<file path="src/rtl/mem_arb_pkg.sv">
// Shared definitions for the unified-memory arbiter.
// Holds the response-stage owner encoding and the store byte-mask
// constants that the decoder also uses when it builds store masks.
package mem_arb_pkg;

  // Which requester the response stage is returning data to
  typedef enum logic [1:0] {
    OWNER_NONE = 2'b00,
    OWNER_IF   = 2'b01,
    OWNER_D    = 2'b10
  } owner_e;

  // Store byte-enable patterns for byte, halfword and word stores
  localparam logic [3:0] MASK_B = 4'b0001;
  localparam logic [3:0] MASK_H = 4'b0011;
  localparam logic [3:0] MASK_W = 4'b1111;

endpackage

</file>
<file path="src/rtl/mem_arb_prio.sv">
// Grant logic for the fetch/data arbiter plus the data streak counter.
// Data requests win over fetches. After MAX_DATA_BURST consecutive data
// grants while a fetch waits, the fetch is granted once.
// Ports:
//   clk, rst           clock, async active-high reset
//   if_valid, d_valid  request valids from fetch and load/store
//   flush              blocks any fetch grant this cycle
//   grant_if, grant_d  one-hot (or zero) grant, combinational
module mem_arb_prio #(
  parameter int MAX_DATA_BURST = 4
) (
  input  logic clk,
  input  logic rst,
  input  logic if_valid,
  input  logic d_valid,
  input  logic flush,
  output logic grant_if,
  output logic grant_d
);

  localparam logic [3:0] MAX_STREAK = 4'(MAX_DATA_BURST);

  logic [3:0] streak;
  logic       if_ok;
  logic       burst_full;

  // Grants are zero-latency. A flushed fetch is not eligible, and in that
  // case the data side keeps the memory busy even with a full streak.
  // Grants are held off while reset is asserted so all outputs stay 0.
  always_comb begin
    if_ok      = if_valid & ~flush & ~rst;
    burst_full = (streak >= MAX_STREAK);
    grant_if   = if_ok & (~d_valid | burst_full);
    grant_d    = d_valid & ~rst & ~grant_if;
  end

  // Counts data grants that overtook a waiting fetch; saturates at the
  // burst limit and restarts whenever the fetch side is idle or served.
  always_ff @(posedge clk or posedge rst) begin
    if (rst) begin
      streak <= '0;
    end else if (!if_valid || grant_if) begin
      streak <= '0;
    end else if (grant_d && (streak < MAX_STREAK)) begin
      streak <= streak + 4'd1;
    end
  end

endmodule

</file>
<file path="src/rtl/mem_arbiter.sv">
// Shares one single-ported synchronous memory between instruction fetch
// and the load/store path. One access per cycle; read data returns one
// cycle after the grant and is routed to the requester that was granted.
// Ports:
//   clk, rst                 clock, async active-high reset
//   if_req_*                 fetch request (valid/addr) and grant (ready)
//   if_resp_*                fetch response pulse and word
//   d_req_*                  load/store request and grant
//   d_resp_*                 load data or store ack pulse (data 0 on ack)
//   flush                    kills fetch grant and pending fetch response
//   mem_*                    unified memory macro interface
module mem_arbiter
  import mem_arb_pkg::*;
#(
  parameter int ADDR_W         = 32,
  parameter int DATA_W         = 32,
  parameter int MAX_DATA_BURST = 4
) (
  input  logic              clk,
  input  logic              rst,
  input  logic              if_req_valid,
  input  logic [ADDR_W-1:0] if_req_addr,
  output logic              if_req_ready,
  output logic              if_resp_valid,
  output logic [DATA_W-1:0] if_resp_data,
  input  logic              d_req_valid,
  input  logic              d_req_we,
  input  logic [3:0]        d_req_mask,
  input  logic [ADDR_W-1:0] d_req_addr,
  input  logic [DATA_W-1:0] d_req_wdata,
  output logic              d_req_ready,
  output logic              d_resp_valid,
  output logic [DATA_W-1:0] d_resp_data,
  input  logic              flush,
  output logic              mem_en,
  output logic [3:0]        mem_we,
  output logic [ADDR_W-1:0] mem_addr,
  output logic [DATA_W-1:0] mem_wdata,
  input  logic [DATA_W-1:0] mem_rdata
);

  logic   grant_if;
  logic   grant_d;
  owner_e owner;
  owner_e owner_next;
  logic   owner_write;
  logic   owner_write_next;
  logic   unused_low_bits;

  // The memory is word addressed; byte offsets are simply dropped
  assign unused_low_bits = ^{if_req_addr[1:0], d_req_addr[1:0]};

  mem_arb_prio #(
    .MAX_DATA_BURST(MAX_DATA_BURST)
  ) u_prio (
    .clk      (clk),
    .rst      (rst),
    .if_valid (if_req_valid),
    .d_valid  (d_req_valid),
    .flush    (flush),
    .grant_if (grant_if),
    .grant_d  (grant_d)
  );

  assign if_req_ready = grant_if;
  assign d_req_ready  = grant_d;

  // Memory drive follows the winner; the bus is quiet (all 0) when idle.
  // Write data is presented on every grant, only mem_we makes it stick.
  always_comb begin
    mem_en    = grant_if | grant_d;
    mem_we    = '0;
    mem_addr  = '0;
    mem_wdata = '0;
    if (grant_d) begin
      mem_addr  = {d_req_addr[ADDR_W-1:2], 2'b00};
      mem_wdata = d_req_wdata;
      if (d_req_we) begin
        mem_we = d_req_mask;
      end
    end else if (grant_if) begin
      mem_addr  = {if_req_addr[ADDR_W-1:2], 2'b00};
      mem_wdata = d_req_wdata;
    end
  end

  // Response stage: remember who owns the data coming back next cycle
  always_comb begin
    owner_next       = OWNER_NONE;
    owner_write_next = 1'b0;
    if (grant_d) begin
      owner_next       = OWNER_D;
      owner_write_next = d_req_we;
    end else if (grant_if) begin
      owner_next = OWNER_IF;
    end
  end

  always_ff @(posedge clk or posedge rst) begin
    if (rst) begin
      owner       <= OWNER_NONE;
      owner_write <= 1'b0;
    end else begin
      owner       <= owner_next;
      owner_write <= owner_write_next;
    end
  end

  // A flush in the response cycle drops the fetched word: it belongs to
  // the wrong path. Data buses read 0 whenever their valid is low.
  always_comb begin
    if_resp_valid = (owner == OWNER_IF) & ~flush;
    d_resp_valid  = (owner == OWNER_D);
    if_resp_data  = if_resp_valid ? mem_rdata : '0;
    d_resp_data   = (d_resp_valid && !owner_write) ? mem_rdata : '0;
  end

endmodule
</file>
<file path="config.mk">
export PLATFORM = sky130hd
export DESIGN_NAME = mem_arbiter
export DESIGN_NICKNAME = d
export VERILOG_FILES = /design/src/rtl/mem_arb_pkg.sv /design/src/rtl/mem_arb_prio.sv /design/src/rtl/mem_arbiter.sv
export SDC_FILE = /design/constraint.sdc
export NUM_CORES = 1
export LEC_CHECK = 0
export BUFFER_PORTS_ARGS = -buffer_cell sky130_fd_sc_hd__clkbuf_2
export CELL_PAD_IN_SITES_DETAIL_PLACEMENT = 1
export CELL_PAD_IN_SITES_GLOBAL_PLACEMENT = 1
export CORE_AREA = 2 2 108 110
export CTS_BUF_LIST = sky130_fd_sc_hd__clkbuf_8
export DETAILED_ROUTE_END_ITERATION = 10
export DIE_AREA = 0 0 110 112
export HOLD_SLACK_MARGIN = 0.05
export PLACE_DENSITY = 0.86
export SYNTH_ARGS = -nofsm -noshare
export SYNTH_HDL_FRONTEND = slang
export SYNTH_HIERARCHICAL = 1
export SYNTH_SLANG_ARGS = --single-unit
</file>
<file path="constraint.sdc">
create_clock -name clk -period 1.9 [get_ports clk]
set_input_delay 0.19 -clock clk [delete_from_list [all_inputs] [get_ports clk]]
set_output_delay 0.19 -clock clk [all_outputs]
set_load 0.02 [all_outputs]
</file>
* Word level (Yosys, flattened, before mapping)
Cells that the tools add are included.
** Word-level totals
- Bits of input ports :: 138
- Word-level logic and storage cells :: 39
- Output and inout bits :: 137
- Bits in registers :: 7
** Cells by class
- $add $sub $neg :: 1
- Reductions and logical operators :: 6
- Order comparisons :: 2
- Equality and inequality tests :: 2
- Multiplexer cells :: 13
- Bitwise gates (word level) :: 12
** Operators with widths (count)
- 32-bit two-way mux :: 6
- 4-bit two-way mux :: 4
- 1-bit bitwise AND :: 6
- 4-bit by 1-bit adder with 4-bit output (second input constant) :: 1
- 4-bit by 3-bit greater-or-equal comparator with 1-bit output (second input constant) :: 1
- 4-bit by 3-bit < comparator with 1-bit output (second input constant) :: 1
- 1-bit NOT :: 4
- 2-bit by 1-bit == test with 1-bit output (second input constant) :: 1
- 2-bit == test (second input constant) :: 1
- 1-bit logical AND :: 2
- 1-bit zero test :: 2
- 1-bit two-way mux :: 2
- 2-bit two-way mux :: 1
- 1-bit OR :: 2
- 2-bit nonzero test :: 1
- 1-bit logical OR :: 1

* Longest topological paths before layout
- Word-level depth :: 9
- Gate-level depth with buffers :: 7
- Depth with buffers taken out :: 5

* By module
The synthesis kept the hierarchy.
** By module, submodules not included
- mem_arbiter :: area an instance 1134.8 um2, instances 1, seq. area each 75.1 um2, cells each 164
- mem_arb_prio :: area an instance 217.7 um2, instances 1, seq. area each 100.1 um2, cells each 21

* Worst setup path before layout
Ideal clock, no wire load.
- Kind :: flip-flop to output port
- Start point :: reg u_prio.streak[2]
- End point :: out mem_wdata[22]
- Stages on the path, launching flop included :: 8
- Arrival time :: 2.074 ns
- Setup slack :: -0.364 ns
- Path buffers :: 2
- Path through :: dfrtp_1 > nor3b_1 > nor3_1 > a21oi_1 > buf_6 > nor2_4 > buf_1 > nor2b_1
** Between the ends
- Cells in the longest elaborated chain, start to end :: 6
** Ends and longest elaborated chain
- start, declared :: line mem_arb_prio.sv:23 : logic [3:0] streak;
- start signal, assigned :: line mem_arb_prio.sv:45 : streak <= streak + 4'd1;
- 4-bit by 3-bit greater-or-equal comparator with 1-bit output :: line mem_arb_prio.sv:32 : burst_full = (streak >= MAX_STREAK);
- 1-bit OR :: line mem_arb_prio.sv:33 : grant_if = if_ok & (~d_valid | burst_full);
- 1-bit bitwise AND :: line mem_arb_prio.sv:33
- 1-bit NOT :: line mem_arb_prio.sv:34 : grant_d = d_valid & ~rst & ~grant_if;
- 1-bit bitwise AND :: line mem_arb_prio.sv:34
- net d_req_ready :: line mem_arbiter.sv:31 : output logic d_req_ready,
- 32-bit two-way mux :: line mem_arbiter.sv:75 : if (grant_d) begin
- end, declared :: line mem_arbiter.sv:38 : output logic [DATA_W-1:0] mem_wdata,
The timed path passes the listed nets, and every way through them passes these cells.

* Worst setup path after layout
- Start point :: reg u_prio.streak[3]
- End point :: out mem_addr[31]
** Between the ends
- Cells in the longest elaborated chain, start to end :: 6
** Ends and longest elaborated chain
- 4-bit by 3-bit greater-or-equal comparator with 1-bit output (*) :: line mem_arb_prio.sv:32
- 1-bit OR (*) :: line mem_arb_prio.sv:33
- 1-bit bitwise AND (*) :: line mem_arb_prio.sv:33
- 1-bit NOT :: line mem_arb_prio.sv:34
- 1-bit bitwise AND :: line mem_arb_prio.sv:34
- 32-bit two-way mux (*) :: line mem_arbiter.sv:75
- end, declared :: line mem_arbiter.sv:37 : output logic [ADDR_W-1:0] mem_addr,
Mark *: on every way between the ends. The rest lies on a longest branch, timed or not.

==> impl_metrics.py <==
metrics = {
    "sta": {
        "fin_tns_setup_ns": -11.53,
        "relSlewSlack_pct": 64.7,
        "rsz0062_at_grt": "true",
        "hold_violations": 0,
        "slew_viol_final": 0,
        "final-setup-viol-count": 68,
        "finalCritPeriodShare_pct": 112,
        "worst_pin_slew_ns": 0.526,
        "fmax_mhz": 471,
        "skew_ns": 0.000530,
        "fin_ws_ns": -0.221,
        "period_needed_ns": 2.12,
    },
    "place": {
        "dp_hpwl_mm": 7.03,
        "place_congestion": 0.762,
        "io_buffers": 268,
        "pre_cts_ws_ns": -0.0609,
    },
    "power": {
        "peakVddDrop_uv": 129,
        "pwr-share-seq_pct": 13.5,
        "powerDensity_nw_per_um2": 301,
        "internal_power_uw": 719,
        "cellLeakagePower_uw": 0.00221,
        "comb_power_share_pct": 69.8,
        "p_clk_share_pct": 16.7,
        "power_switching_uw": 452,
        "switching_share_pct": 38.6,
    },
    "setup_path": {
        "worstReg2RegStart": "u_prio/streak[3]$_DFFE_PP0P_",
        "cp_max_fo": 15,
        "reg2reg_to": "owner[0]$_DFF_PP0_",
        "cp-end-kind": "output port",
        "crit_required_ns": 1.71,
        "r2r_setup_slack_ns": 0.31,
        "rr_worst_depth": 8,
        "critPathArrivalTime_ns": 1.93,
        "cp-start-kind": "register",
        "critical_path_class": "register to output port",
    },
    "job": {
        "drv_cap": 0,
    },
    "run_status": {
        "violations": "negative setup slack",
        "status": "finished, violations left",
    },
    "floorplan": {
        "initial_core_util_pct": 12.1,
        "dieArea_um2": 12300,
        "rows": 39,
        "num_io_pins": 275,
        "fp.dieW_um": 110,
        "dieHeight_um": 112,
        "coreArea_um2": 11200,
    },
    "finish": {
        "post-route-util_pct": 34.8,
        "layout_commonest_cell": "clkbuf_2",
        "diodes": 0,
        "syn2layout_area_growth_pct": 188,
        "multi_input_area_um2": 1370,
        "drive_gt1_share_pct": 73.6,
        "num-nets-final": 602,
        "n_fill_cell": 1387,
        "regArea_um2": 175,
        "layout_common_cells": "clkbuf_2, and2_1, buf_8, nor2b_4, a22o_1",
    },
    "detailed_routing": {
        "wire_per_inst_um": 15.2,
        "vias": 2446,
        "drc": 0,
        "wl_mm": 9.19,
        "drtAntennaViolNets": 0,
        "dr.pass1.iters": 4,
        "viasPerCell": 4.04,
        "first_iter_violations": 49,
    },
    "global_routing": {
        "antenna_found_initial": 0,
        "grt_pass1_vias": 2681,
        "grt_use_total_pct": 14.1,
        "grt_pass1_wl_mm": 13.6,
        "overflow": 0,
        "grt_start_max_net_pins": 34,
    },
    "clock_network": {
        "clk_latency_ns": 0.22,
        "clk_pin_slew_ns": 0.04,
        "numCtsBuffers": 3,
        "cts_tree": "built",
        "clkSinkCount": 7,
        "clock_path_buffers": 2,
        "htree_levels": 1,
        "cts_root_buffer": "clkbuf_8",
    },
    "logic_synthesis": {
        "synthCells": 185,
        "ys_ff_latch": 7,
        "synth_cell_types": 26,
        "synth.avg_cell_area_um2": 7.31,
        "ys_warn_count": 6,
        "syn_area_um2": 1350,
        "ys_seq_area_share_pct": 13.0,
    },
    "hold_path": {
        "hp-class": "primary input to asynchronous set/reset pin",
    },
}
[cell usage after synthesis, drive strengths merged]
master	number	area share [%]
a21oi	2	0.74
a22o	28	18
and2	66	31
and2b	4	2.2
and3	4	1.8
buf	8	4.1
clkbuf	10	2.8
conb	1	0.28
dfrtp	7	13
ha	1	0.92
inv	4	1.1
mux2i	1	0.74
nand2	5	1.4
nor2	5	1.9
nor2b	30	14
nor3	1	0.37
nor3b	3	2.4
nor4b	1	1.8
o21ai	2	0.74
o31ai	1	0.56
xnor2	1	0.65
[critical path: stages (launching register included)]
cell	delay, ns
dfrtp_1	0.38
nor3b_2	0.24
nor3_2	0.08
buf_4	0.14
a21oi_4	0.16
buf_12	0.15
nor2b_4	0.05
buf_12	0.14
a22o_1	0.20
clkbuf_8	0.16
[sequential cells by signal (all words and copies together) (netlist names)]
| signal | count |
|---|---|
| owner | 2 |
| u_prio/streak | 4 |
| owner_write | 1 |
[power groups by stage]
stage | Sequential, uW | Clock [uW] | Combinational, uW
floorplan | 159 | 0 | 326
global placement | 159 | 0 | 617
detailed placement | 160 | 0 | 630
CTS | 158 | 201 | 780
global route | 159 | 218 | 870
finish | 158 | 195 | 818
[timing repair]
| item | in CTS | in global routing |
|---|---|---|
| hold endpoints to repair | 3 | 0 |
| hold buffers | 1 | 0 |
| endpoints found under the setup margin | 68 | 68 |
| buffers inserted | 3 | 3 |
| gates cloned | 2 | 0 |
| pin swaps | 7 | 11 |
| gates resized for setup | 132 | 63 |
[logic make-up after synthesis]
kind of cell	share of synthesized area, %
XOR/XNOR	0.648
AO/OA/AOI/OAI	20.2
other	0.277
AND/OR/NAND/NOR	56.3
adder cells (fa/ha/maj)	0.925
flip-flops	13.0
buffers and inverters	7.96
multiplexers	0.740
[metal layers]
metal | vias to the layer above | routed length, um | GRT usage (%)
met3 | 12 | 687 | 2.34
met2 | 132 | 5280 | 28.7
met5 | - | 0 | 0
met4 | 0 | 142 | 3.80
met1 | 1138 | 3090 | 14.1
li1 | 1164 | - | -
[per-stage QoR]
step	total power, uW	instances	hold slack, ns	cell area [um^2]
finish	1170	605	0.0992	3890
global route	1250	605	0.137	3890
CTS	1140	604	0.0979	3780
detailed placement	790	595	0.210	3090
global placement	777	595	0.204	3090
floorplan	485	186	-0.0564	1500
[final cells by class]
class	instances	share of cell area (%)
clock buffer	3	1.06
multi-input combinational	158	35.1
inverter	4	0.386
clock inverter	1	0.0964
sequential	7	4.50
timing repair buffer	289	54.3
tap	143	4.60
[worst max path at each step]
| stage | depth (start not counted) | slack, ns | start | to |
|---|---|---|---|---|
| after floorplan | 7 | -0.03 | u_prio/streak[3]$_DFFE_PP0P_ | mem_wdata[10] |
| after global placement | 8 | -0.006 | d_req_valid | mem_addr[2] |
| after detailed placement | 8 | -0.06 | d_req_valid | mem_addr[2] |
| after CTS | 9 | -0.22 | u_prio/streak[2]$_DFFE_PP0P_ | mem_addr[2] |
| after global routing | 9 | -0.31 | u_prio/streak[3]$_DFFE_PP0P_ | mem_addr[31] |
| final | 9 | -0.22 | u_prio/streak[3]$_DFFE_PP0P_ | mem_addr[31] |
Power figures use the tool's default switching activity.
